## src/rtl/regfile_writeback.sv

```systemverilog
// Register-file write-port front end: merges ALU and long-latency results and tracks pending writes.
// Optional same-cycle bypass ports are built when REGFILE_WB_BYPASS_EN is defined.
module regfile_writeback #(
   parameter int LSU_DEPTH    = 2,
   parameter int STARVE_LIMIT = 4
) (
   input  logic        clk,
   input  logic        rst_n,
   input  logic        alu_valid,
   input  logic [4:0]  alu_rd,
   input  logic [31:0] alu_result,
   input  logic        lsu_valid,
   output logic        lsu_ready,
   input  logic [4:0]  lsu_rd,
   input  logic [31:0] lsu_result,
   input  logic        issue_valid,
   input  logic [4:0]  issue_rd,
   output logic        wr_en,
   output logic [31:0] rd,
   output logic [31:0] result,
   output logic [31:0] pending,
`ifdef REGFILE_WB_BYPASS_EN
   input  logic [4:0]  byp_rs1,
   input  logic [4:0]  byp_rs2,
   output logic        byp1_hit,
   output logic [31:0] byp1_value,
   output logic        byp2_hit,
   output logic [31:0] byp2_value,
`endif
   output logic        alu_stall
);

   localparam int PTR_W = $clog2(LSU_DEPTH);
   localparam int CNT_W = $clog2(LSU_DEPTH + 1);
   localparam int STV_W = $clog2(STARVE_LIMIT + 1);
   localparam logic [CNT_W-1:0] DEPTH_C = CNT_W'(LSU_DEPTH);
   localparam logic [STV_W-1:0] LIMIT_C = STV_W'(STARVE_LIMIT);

   logic [36:0]      r_mem [LSU_DEPTH];
   logic [PTR_W-1:0] r_wptr;
   logic [PTR_W-1:0] r_rptr;
   logic [CNT_W-1:0] r_count;
   logic [STV_W-1:0] r_starve;
   logic             r_wr_en;
   logic [4:0]       r_rd;
   logic [31:0]      r_result;
   logic [31:0]      r_pending;

   logic             w_empty;
   logic             w_full;
   logic             w_push;
   logic             w_pop;
   logic [4:0]       w_head_rd;
   logic [31:0]      w_head_result;
   logic [4:0]       w_sel_rd;
   logic [31:0]      w_sel_result;
   logic             w_sel_we;
   logic [31:0]      w_pend_nxt;

   assign w_empty   = (r_count == '0);
   assign w_full    = (r_count == DEPTH_C);
   assign lsu_ready = ~w_full;
   assign w_push    = lsu_valid & ~w_full;
   // ALU results cannot be held off, so the FIFO only drains on ALU-idle cycles.
   assign w_pop     = ~alu_valid & ~w_empty;
   assign {w_head_rd, w_head_result} = r_mem[r_rptr];

   always_comb begin
      w_sel_rd     = w_head_rd;
      w_sel_result = w_head_result;
      if (alu_valid) begin
         w_sel_rd     = alu_rd;
         w_sel_result = alu_result;
      end
      w_sel_we = (alu_valid | w_pop) && (w_sel_rd != 5'd0);
   end

   always_ff @(posedge clk) begin
      if (w_push) r_mem[r_wptr] <= {lsu_rd, lsu_result};
   end

   always_ff @(posedge clk) begin
      if (!rst_n) begin
         r_wptr  <= '0;
         r_rptr  <= '0;
         r_count <= '0;
      end else begin
         if (w_push) r_wptr <= r_wptr + 1'b1;
         if (w_pop)  r_rptr <= r_rptr + 1'b1;
         case ({w_push, w_pop})
            2'b10:   r_count <= r_count + 1'b1;
            2'b01:   r_count <= r_count - 1'b1;
            default: r_count <= r_count;
         endcase
      end
   end

   always_ff @(posedge clk) begin
      if (!rst_n) begin
         r_starve <= '0;
      end else if (w_empty || w_pop) begin
         r_starve <= '0;
      end else if (alu_valid && (r_starve != LIMIT_C)) begin
         r_starve <= r_starve + 1'b1;
      end
   end

   assign alu_stall = (r_starve == LIMIT_C);

   // Set is applied after clear so a re-issue to the same register stays pending.
   always_comb begin
      w_pend_nxt = r_pending;
      if (w_pop && (w_head_rd != 5'd0)) w_pend_nxt[w_head_rd] = 1'b0;
      if (issue_valid && (issue_rd != 5'd0)) w_pend_nxt[issue_rd] = 1'b1;
      w_pend_nxt[0] = 1'b0;
   end

   always_ff @(posedge clk) begin
      if (!rst_n) begin
         r_wr_en   <= 1'b0;
         r_rd      <= '0;
         r_result  <= '0;
         r_pending <= '0;
      end else begin
         r_wr_en   <= w_sel_we;
         r_pending <= w_pend_nxt;
         if (w_sel_we) begin
            r_rd     <= w_sel_rd;
            r_result <= w_sel_result;
         end
      end
   end

   assign wr_en   = r_wr_en;
   assign rd      = {27'd0, r_rd};
   assign result  = r_result;
   assign pending = r_pending;

`ifdef REGFILE_WB_BYPASS_EN
   assign byp1_hit   = r_wr_en && (r_rd == byp_rs1) && (byp_rs1 != 5'd0);
   assign byp2_hit   = r_wr_en && (r_rd == byp_rs2) && (byp_rs2 != 5'd0);
   assign byp1_value = byp1_hit ? r_result : 32'd0;
   assign byp2_value = byp2_hit ? r_result : 32'd0;
`endif

endmodule
```

## config.mk

```make
export PLATFORM = sky130hd
export DESIGN_NAME = regfile_writeback
export DESIGN_NICKNAME = d
export VERILOG_FILES = /design/src/rtl/regfile_writeback.sv
export SDC_FILE = /design/constraint.sdc
export NUM_CORES = 1
export LEC_CHECK = 0
export ABC_AREA = 1
export CAP_MARGIN = 20
export CORE_MARGIN = 4
export CORE_UTILIZATION = 50
export CTS_CLUSTER_DIAMETER = 60
export CTS_CLUSTER_SIZE = 40
export DETAILED_ROUTE_END_ITERATION = 8
export PLACE_DENSITY = 0.91
export SETUP_SLACK_MARGIN = 0.3
export SLEW_MARGIN = 40
export SYNTH_ARGS = -nofsm -noshare
export SYNTH_HDL_FRONTEND = slang
export SYNTH_SLANG_ARGS = --single-unit
```

## constraint.sdc

```tcl
create_clock -name clk -period 6.7 [get_ports clk]
set_input_delay 1.34 -clock clk [delete_from_list [all_inputs] [get_ports clk]]
set_output_delay 1.34 -clock clk [all_outputs]
set_load 0.03 [all_outputs]
```

==> reports/qor.yml <==
status:
  status: "complete, no violations"
clocking:
  holdBufCountCts: 0
  clk_latency_ns: 0.42
  clk_pin_slew_ns: 0.06
  cts-root-buf: "clkbuf_16"
  clock_path_buffers: 2
  post_cts_buffers: 0
  cts.htree.levels: 4
  ctsResizeCount: 0
  numCtsBuffers: 17
  cts_tree: "built"
  clkSinkCount: 151
place:
  place.gp.congestion: 0.898
  portBuffers: 154
  dp_hpwl_um: 11100
grt:
  overflow: 0
  antenna_found_initial: 0
  grt_max_degree: 76
  grt_pass1_wl_um: 26300
  grt_use_total: 0.230
  first_global_vias: 5213
sta:
  finalSetupViolCount: 0
  post-route-min-period_ns: 3.34
  maxSlewHeadroom: 0.467
  tns_ns: 0
  slew_violations: 0
  rsz0062_at_grt: "no"
  max_freq_mhz: 299
  whs_ns: 0.457
  final-hold-violation-count: 0
  finClkSkew_ns: 0.0107
  finalCritPeriodShare: 0.499
  tightest_slew_ns: 0.799
synthesis:
  syn-instance-count: 708
  synth_seq_cells: 151
  syn_avg_cell_area_um2: 9.12
  synth_area_leaders: "edfxtp_1 (34%), dfxtp_1 (24%), nand2_1 (9.2%)"
  yosys.area.top_type: "edfxtp_1"
  synth_seq_area_share: 0.583
  ys_types: 32
  synth_top_area_share: 0.344
  yosysWarnings: 0
  synth_area_um2: 6450
floorplan:
  initial_core_util: 0.511
  core-area_um2: 12600
  fp.dieArea_um2: 14800
  die_height_um: 122
  rows: 41
  die_w_um: 122
  io_pins: 183
detailed_routing:
  post_drt_wl_per_cell_um: 16.4
  drt_iter0_drc: 580
  avgViaCountPerCell: 5.33
  postRouteWirelength_um: 17100
  drt_first_pass_iters: 6
  route.vias.total: 5536
  antenna_left: 0
  drc: 0
pwr:
  vdd_drop_max_uv: 255
  leakage_nw: 3.38
  power_mw: 2.85
  p_per_area_nw_per_um2: 330
worst_setup_path:
  crit_path_start_kind: "primary input"
  critical_path_peak_fanout: 75
  critPathKind: "primary input to flip-flop"
  critPathCaptureType: "flip-flop"
  worstPathRequired_ns: 7.00
  arrival_ns: 3.65
flow_run:
  drv_cap: 0
cells_and_area:
  layout-drive-gt1-share: 0.0924
  antenna_cells: 0
  fin_nets: 940
  syn2layout_area_growth_pct: 33.9
  final_core_util: 0.685
min_path:
  hold_class: "flip-flop to flip-flop"
-- final cells by class --
class,instances,area [µm²]
Clock buffer,26,542
Clock inverter,6,83.8
Fill cell,926,3980
Inverter,28,113
Multi-Input combinational cell,496,2320
Sequential cell,151,3760
Tap cell,172,215
Timing Repair Buffer,159,1600
-- critical path, stage by stage --
cell and delay, ns:
clkdlybuf4s50_1 0.53, inv_4 0.53, nand3_1 0.21, o21ai_1 0.21, nand2_2 0.12, o21bai_4 0.22, inv_4 0.23, nor2_1 0.17
nor2_1 0.06
-- through the flow --
| stage | cell area [µm²] | worst slack (ns) | cells |
|---|---|---|---|
| after global placement | 7940 | 2.65 | 1002 |
| after CTS | 8640 | 3.40 | 1038 |
| final | 8640 | 3.36 | 1038 |
| after floorplan | 6560 | 3.24 | 735 |
| after detailed placement | 8010 | 3.07 | 1006 |
| after global routing | 8640 | 3.18 | 1038 |
-- power breakdown --
part	switching [mW]	leakage, nW	total (mW)	internal (mW)
Sequential	0.0526	1.32	1.14	1.09
Combinational	0.473	1.75	0.726	0.253
Clock	0.355	0.311	0.987	0.632
Total	0.881	3.38	2.85	1.97
-- placed cells by master (no fill, tap or decap), types with 5 or more instances in the layout --
cell type	count
dfxtp_1	77
clkinv_2	5
clkdlybuf4s50_1	153
conb_1	28
nand4_1	11
nand3_1	88
inv_1	21
nand2_1	158
o21ai_0	65
nor2_2	31
a21oi_1	40
edfxtp_1	74
nor3_1	5
nor2_1	51
clkbuf_16	19
-- path summary, 6_finish.rpt --
path / startpoint / slack, ns / depth (start not counted) / to
worst min-delay path: r_rptr$_SDFFE_PN0P_ / 0.46 / 1 / r_rptr$_SDFFE_PN0P_
worst min register to register: r_rptr$_SDFFE_PN0P_ / 0.46 / 1 / r_rptr$_SDFFE_PN0P_
worst max-delay path: alu_valid / 3.36 / 9 / result[0]$_SDFFE_PN0P_
worst max register to register: flip-flop / 4.40 / 9 / result[31]$_SDFFE_PN0P_
-- sequential cells by signal, summed over array words and instances (netlist names), named ones only --
name,flops
r_mem,74
result,32
pending,31
r_rd,5
r_starve,3
r_count,2
r_rptr,1
r_wptr,1
wr_en,1
-- cells in the mapped netlist --
cell type / number
inv_2: 4
nor3b_1: 1
clkinv_1: 3
nand3_2: 1
buf_4: 28
nor2_2: 30
o2111a_1: 1
buf_1: 4
nand2_4: 1
nand2_2: 1
a211oi_1: 1
dfxtp_1: 77
a21oi_1: 40
o21ai_0: 65
buf_2: 2
nor3_1: 5
nand2_1: 158
ha_1: 3
o21bai_4: 1
nand3_1: 88
and3_1: 1
buf_6: 7
nand4_1: 11
conb_1: 1
clkbuf_1: 19
o21ai_1: 1
or2_1: 2
or2_0: 1
or2_2: 2
edfxtp_1: 74
nor2_1: 54
inv_1: 21
-- routing by layer --
layer,vias to the layer above,track usage,part of all wire
li1,2624,-,-
met1,2580,0.283,0.39
met3,42,0.0585,0.081
met4,0,0.0917,0.029
met2,290,0.388,0.49
met5,-,0,0
-- cells by family (layout without fill, tap and decap cells) --
family                   count (synthesis)  after routing  share of synthesized area
AO/OA/AOI/OAI                          109            109                     0.0880
other                                    1             28                   0.000581
adder cells (fa/ha/maj)                  3              3                    0.00582
flip-flops                             151            151                      0.583
buffers and inverters                   88            219                     0.0760
AND/OR/NAND/NOR                        356            356                      0.246
No activity file was read; power rests on OpenSTA's default activity.
